**config.mk**
```make
export PLATFORM = sky130hd
export DESIGN_NAME = sub_8bits_serial
export DESIGN_NICKNAME = d
export VERILOG_FILES = /design/src/rtl/sub_8bits_serial.sv
export SDC_FILE = /design/constraint.sdc
export NUM_CORES = 1
export LEC_CHECK = 0
export BUFFER_PORTS_ARGS = -buffer_cell sky130_fd_sc_hd__buf_2
export CORE_ASPECT_RATIO = 1.5
export CORE_MARGIN = 5
export CORE_UTILIZATION = 35
export DETAILED_ROUTE_END_ITERATION = 10
export PLACE_DENSITY_LB_ADDON = 0.05
export SLEW_MARGIN = 25
export SYNTH_ARGS = -nofsm -noshare
export SYNTH_HDL_FRONTEND = slang
export SYNTH_SLANG_ARGS = --single-unit
```
**constraint.sdc**
```tcl
create_clock -name clk -period 1.46 [get_ports clk]
set_input_delay 0.073 -clock clk [delete_from_list [all_inputs] [get_ports clk]]
set_output_delay 0.073 -clock clk [all_outputs]
set_load 0.02 [all_outputs]
```
**src/rtl/sub_8bits_serial.sv**
```systemverilog
// Bit-serial unsigned subtractor: d = a - b, one bit per clock, LSB first,
// through a single registered borrow cell. Start/busy/done handshake.
module sub_8bits_serial #(
  parameter int WIDTH = 8
) (
  input  logic             clk,
  input  logic             rst,
  input  logic             start,
  input  logic [WIDTH-1:0] a,
  input  logic [WIDTH-1:0] b,
  output logic [WIDTH-1:0] d,
  output logic             borrow,
  output logic             busy,
  output logic             done,
  output logic [1:0]       dbg_state_o
);

  localparam int CW = (WIDTH > 1) ? $clog2(WIDTH) : 1;
  localparam logic [CW-1:0] LAST = CW'(WIDTH - 1);

  typedef enum logic [1:0] {
    S_IDLE  = 2'd0,
    S_SHIFT = 2'd1,
    S_DONE  = 2'd2
  } state_t;

  // Handshake: start is sampled only in S_IDLE; the edge that samples it
  // captures a/b. busy is high for exactly the WIDTH S_SHIFT cycles, and done
  // pulses for the single S_DONE cycle in which d/borrow hold the new result.

  state_t           state_q, state_d;
  logic [WIDTH-1:0] ra_q, rb_q, shift_q;
  logic [WIDTH-1:0] d_q;
  logic             br_q, borrow_q;
  logic [CW-1:0]    count_q;

  logic             x_bit;
  logic             br_next;
  logic [WIDTH-1:0] shift_next;
  logic             last_bit;

  assign x_bit      = ra_q[0] ^ rb_q[0] ^ br_q;
  assign br_next    = (~ra_q[0] & rb_q[0]) | (~(ra_q[0] ^ rb_q[0]) & br_q);
  assign shift_next = {x_bit, shift_q[WIDTH-1:1]};
  assign last_bit   = (count_q == LAST);

  // State register
  always_ff @(posedge clk) begin
    if (rst) state_q <= S_IDLE;
    else     state_q <= state_d;
  end

  // Next-state logic
  always_comb begin
    state_d = state_q;
    case (state_q)
      S_IDLE:  if (start) state_d = S_SHIFT;
      S_SHIFT: if (last_bit) state_d = S_DONE;
      S_DONE:  state_d = S_IDLE;
      default: state_d = S_IDLE;
    endcase
  end

  // Output decode, from registered state only
  always_comb begin
    busy        = 1'b0;
    done        = 1'b0;
    dbg_state_o = state_q;
    case (state_q)
      S_SHIFT: busy = 1'b1;
      S_DONE:  done = 1'b1;
      default: ;
    endcase
  end

  // Datapath: operand shifters, borrow cell, bit counter and result
  always_ff @(posedge clk) begin
    if (rst) begin
      ra_q     <= '0;
      rb_q     <= '0;
      shift_q  <= '0;
      br_q     <= 1'b0;
      count_q  <= '0;
      d_q      <= '0;
      borrow_q <= 1'b0;
    end else begin
      case (state_q)
        S_IDLE: begin
          if (start) begin
            ra_q    <= a;
            rb_q    <= b;
            br_q    <= 1'b0;
            count_q <= '0;
          end
        end
        S_SHIFT: begin
          shift_q <= shift_next;
          ra_q    <= ra_q >> 1;
          rb_q    <= rb_q >> 1;
          br_q    <= br_next;
          count_q <= count_q + 1'b1;
          // d/borrow only ever take a complete result
          if (last_bit) begin
            d_q      <= shift_next;
            borrow_q <= br_next;
          end
        end
        default: ;
      endcase
    end
  end

  assign d      = d_q;
  assign borrow = borrow_q;

endmodule

```
# == Word-level counts from Yosys, hierarchy flattened ==
# Index checks and enable logic that the tools add are counted.
# op_classes
n_div,0
reduce_logical,5
n_eq_ne,5
addsub,1
n_bitwise,7
muxes,13
shifts,0
multipliers,0
magnitude_cmp,0
# op_table
operator,n
$pmux W8 S2,2
$mux W8,2
$pmux W3 S2,1
$reduce_and A2 Y1,3
$mux W2,2
$ne A2 B2 Y1 const B,2
$pmux W2 S2,1
$add A3 B1 Y3 const B,1
$eq A3 B3 Y1 const B,1
$mux W1,3
$mux W3,1
$and A1 B1 Y1,2
$eq A2 B1 Y1 const B,1
$eq A2 B2 Y1 const B,1
$logic_not A2 Y1,1
$not A1 Y1,2
$pmux W1 S2,1
$reduce_bool A2 Y1,1
$xor A1 B1 Y1,2
$or A1 B1 Y1,1
# totals
mem_bits_ro,0
ff_bits,39
latch_bits,0
mem_bits_rw,0
out_inout_bits,13
mem_count,0

# == Longest topological paths before layout ==
# logic_depth
ltp_word,5
depth_mapped,6
depth_no_buf,5

# == Worst setup path before layout ==
# OpenSTA, ideal clock, no wires.
# synth_path
path_kind,reg-to-reg
start,register count_q[0]
end,"register borrow_q, in the netlist borrow"
t_arrival_ps,1203
stages_incl_launch_ff,6
period_less_slack_ps,1290
path_buffers,1
slack_ps,170
required_time_ps,1373
cell_sequence,dfxtp_1 > ha_1 > ha_1 > and3b_1 > buf_2 > a211oi_1
# synth_between
elab_chain_len,2
# synth_rtl
item,line_no,text
from (decl),35,logic [CW-1:0] count_q;
from (signal assigned),101,count_q <= count_q + 1'b1;
$eq A3 B3 Y1,45,assign last_bit = (count_q == LAST);
$reduce_and A2 Y1 (no line),--,
to (signal assigned),105,borrow_q <= br_next;
to (decl),34,"logic br_q, borrow_q;"
# Every way passes these cells.
# A chain may end at the register's enable or synchronous reset.

# == Worst setup path after layout ==
# layout_path
start,register count_q[0]
end,"register d_q[3], in the netlist d[3]"
# layout_between
elab_chain_len,2
# layout_rtl
item,line_no,text
$eq A3 B3 Y1,45,
$reduce_and A2 Y1 (no line),--,
to (signal assigned),104,d_q <= shift_next;
to (decl),33,logic [WIDTH-1:0] d_q;
# Every way passes these cells.

==> summary.txt <==
Outcome
  • Outcome: completed

Logic synthesis
  • Ys Warns: 0
  • Seq/Total Area, Yosys: 47.8%
  • Mapped Area: 0.00159 sq mm
  • Predominant post-synthesis flop cell: dfxtp_1
  • Synth area leaders: dfxtp_1, mux2i_1, a211oi_2
  • Most instantiated cells after synthesis: dfxtp_1, nand2_1, nor2_1
  • Top-area cell type share of the netlist area: 47.8%
  • Share of flip-flops with an asynchronous set or reset: 0%
  • Number of flops mapped to enable cells by yosys: 0
  • Syn_area_per_cell: 9.59 sq um
  • Leading area contributor after synthesis: dfxtp_1
  • Cells after Synth: 166
  • Post-synth net total: 188
  • #FFs+latches synth: 38
  • Netlist cell types: 25
  • Top-count cell post-synth: dfxtp_1

Cells and area
  • Net count, final: 221
  • Fraction of layout cells with a size suffix above 1: 30.0%
  • Final instance area: 0.00188 sq mm
  • Number of diodes: 0
  • Syn-to-layout area delta: 17.8%
  • Fill count: 457
  • Multi-input logic area: 731 sq um
  • Storage element area: 762 sq um

STA
  • Fmax: 0.729 GHz
  • Final Hold Vio Count: 0
  • Fin crit share: 94.0%
  • Pins Over Slew Limit: 0
  • Post-route minimum period: 1.37 ns
  • Normalized max-slew margin: 66.1%
  • Fin Clk Skew: 0.00481 ns
  • Finish-stage setup viols: 0
  • Setup TNS: 0 ns
  • Unrepaired setup endpoints after global routing: false
  • Slew @ Worst Pin: 0.507 ns

Die
  • Row cnt: 30
  • Die width: 65.1 um
  • Top Ports: 32
  • Die height: 92.6 um
  • Core area: 0.00447 sq mm
  • Initial Util: 35.6%
  • Die area: 0.00602 sq mm

Global routing
  • Initial antenna violation count: 0
  • Largest net degree at the start of global routing: 24
  • Met1 usage: 12.1%
  • Met3 Use GR: 3.52%
  • Met2 usage: 22.0%
  • Total grt overflow: 0
  • First-pass GRT wire length: 5620 um
  • GRT Total Usage: 11.9%
  • Vias in the first global route: 1297
  • Most Crowded Layer GR: met2

Routing
  • Routed WL: 3270 um
  • Routed via count: 1242
  • DRT Pass-1 Iters: 5
  • Remaining DRCs: 0
  • Routed wire per std cell: 13.2 um
  • DRT antenna net count: 0
  • Iter 0 DRT Violations: 49
  • Via density: 5.01

Power
  • P per Cell Area: 1110 mW/mm^2
  • Flop pwr share: 53.6%
  • Leak Pwr: 0.772 nW
  • Comb pwr share: 11.4%
  • P_int: 1.57 mW
  • Net Sw Frac: 24.2%
  • Switching power: 501 uW
  • Pwr Total: 2.07 mW
  • Max VDD drop: 0.000624 V
  • Clock power frac: 35.0%

Clocking
  • CTS tree: built
  • CTS Sinks: 38
  • Clock-pin slew on the worst setup and hold paths: 0.07 ns
  • Post-CTS setup repair buffer count: 0
  • Hold_buf cts: 0
  • Clock tree buffer depth: 2
  • Skew-Pair Late Insertion Delay: 0.28 ns
  • Root Driver: clkbuf_8
  • Inserted Clock Buffers: 5
  • # H-tree levels: 2
  • Post_cts resized: 0

Run
  • MaxCap Viol Count: 0

Worst setup path
  • Worst setup EP type: flip-flop
  • Startpoint Class: flip-flop
  • Crit-path max FO: 8
  • Worst EP arrival: 1.55 ns
  • Worst Setup Path Type: flip-flop to flip-flop
  • Required time worst endpoint: 1.64 ns

Min path
  • Type of the worst min-delay path: input port to flip-flop

Place
  • Area post-placement: 0.00178 sq mm
  • IO buf count: 31
  • RD Place Congestion: 0.763
  • DPL Wire Length: 2470 um
layer usage:
| layer | up-vias | share of wire (%) |
|---|---|---|
| met3 | 4 | 4.7 |
| met2 | 26 | 53 |
| met4 | 0 | 1.2 |
| li1 | 634 | - |
| met1 | 578 | 41 |
| met5 | - | 0 |
per-stage QoR:
step	worst slack, ns	utilization [%]	instances	hold WS, ns
floorplan	0.170	-	166	0.221
global route	0.00122	42.0	248	0.0379
global placement	0.166	39.8	240	0.315
finish	0.0874	42.0	248	0.0304
detailed placement	0.120	39.8	240	0.330
CTS	0.0993	41.8	248	0.0227
critical path, stage by stage, from the launching register on:
cell	delay, ns
dfxtp_1	0.33
ha_1	0.20
ha_1	0.20
and3b_2	0.23
buf_4	0.16
nand2_1	0.09
a21oi_2	0.05
layout make-up:
class / count / area share, %
inverter: 3 / 0.600
tap: 48 / 3.20
sequential: 38 / 40.6
clock inverter: 1 / 0.267
multi-input combinational: 113 / 39.0
timing repair buffer: 38 / 11.7
clock buffer: 7 / 4.60
power groups by stage:
| stage | Sequential (mW) | Combinational [mW] | Clock (mW) |
|---|---|---|---|
| 6_report | 1.11 | 0.237 | 0.726 |
| 3_3_place_gp | 1.13 | 0.238 | 0 |
| 4_1_cts | 1.11 | 0.244 | 0.760 |
| 5_1_grt | 1.12 | 0.266 | 0.804 |
| 3_5_place_dp | 1.14 | 0.243 | 0 |
| 2_1_floorplan | 1.13 | 0.189 | 0 |
worst paths after layout:
check	startpoint	endpoint	slack, ns	cells after the start
worst min-delay path	a[7]	ra_q[7]$_SDFFE_PP0P_	0.03	3
worst min register to register	d[4]$_SDFFE_PP0P_	d[4]$_SDFFE_PP0P_	0.45	2
worst max-delay path	count_q[0]$_SDFFE_PP0P_	d[3]$_SDFFE_PP0P_	0.09	6
worst max register to register	count_q[0]$_SDFFE_PP0P_	d[3]$_SDFFE_PP0P_	0.09	6
kinds of logic after synthesis:
group           count (synthesis)  share of synthesized area (%)
compound gates                 39                           19.4
fa+ha+maj                       3                           2.83
buf+inv                        15                           6.60
flops                          38                           47.8
mux                            14                           8.80
simple gates                   57                           14.5
layout by cell type (no fill, tap or decap):
cell	instances
dfxtp_1	37
buf_2	31
nand2_1	30
nor2_1	22
mux2i_1	14
a21oi_1	14
a211oi_2	10
a211oi_1	7
clkbuf_8	6
buf_4	6
a22oi_1	4
inv_1	2
ha_1	2
nand2b_1	1
inv_2	1
nor2b_1	1
o21ba_2	1
o21bai_1	1
nand3b_1	1
nor3b_1	1
and3b_2	1
a2bb2oi_1	1
a21oi_2	1
fa_1	1
clkinv_2	1
clkbuf_1	1
dfxtp_2	1
buf_12	1
sequential cells by signal (all words and copies together) (netlist names):
| register | cells |
|---|---|
| d | 8 |
| dbg_state_o | 2 |
| ra_q | 8 |
| borrow | 1 |
| rb_q | 8 |
| count_q | 3 |
| br_q | 1 |
| shift_q | 7 |
Note: power is estimated with default switching activity, not from simulation.
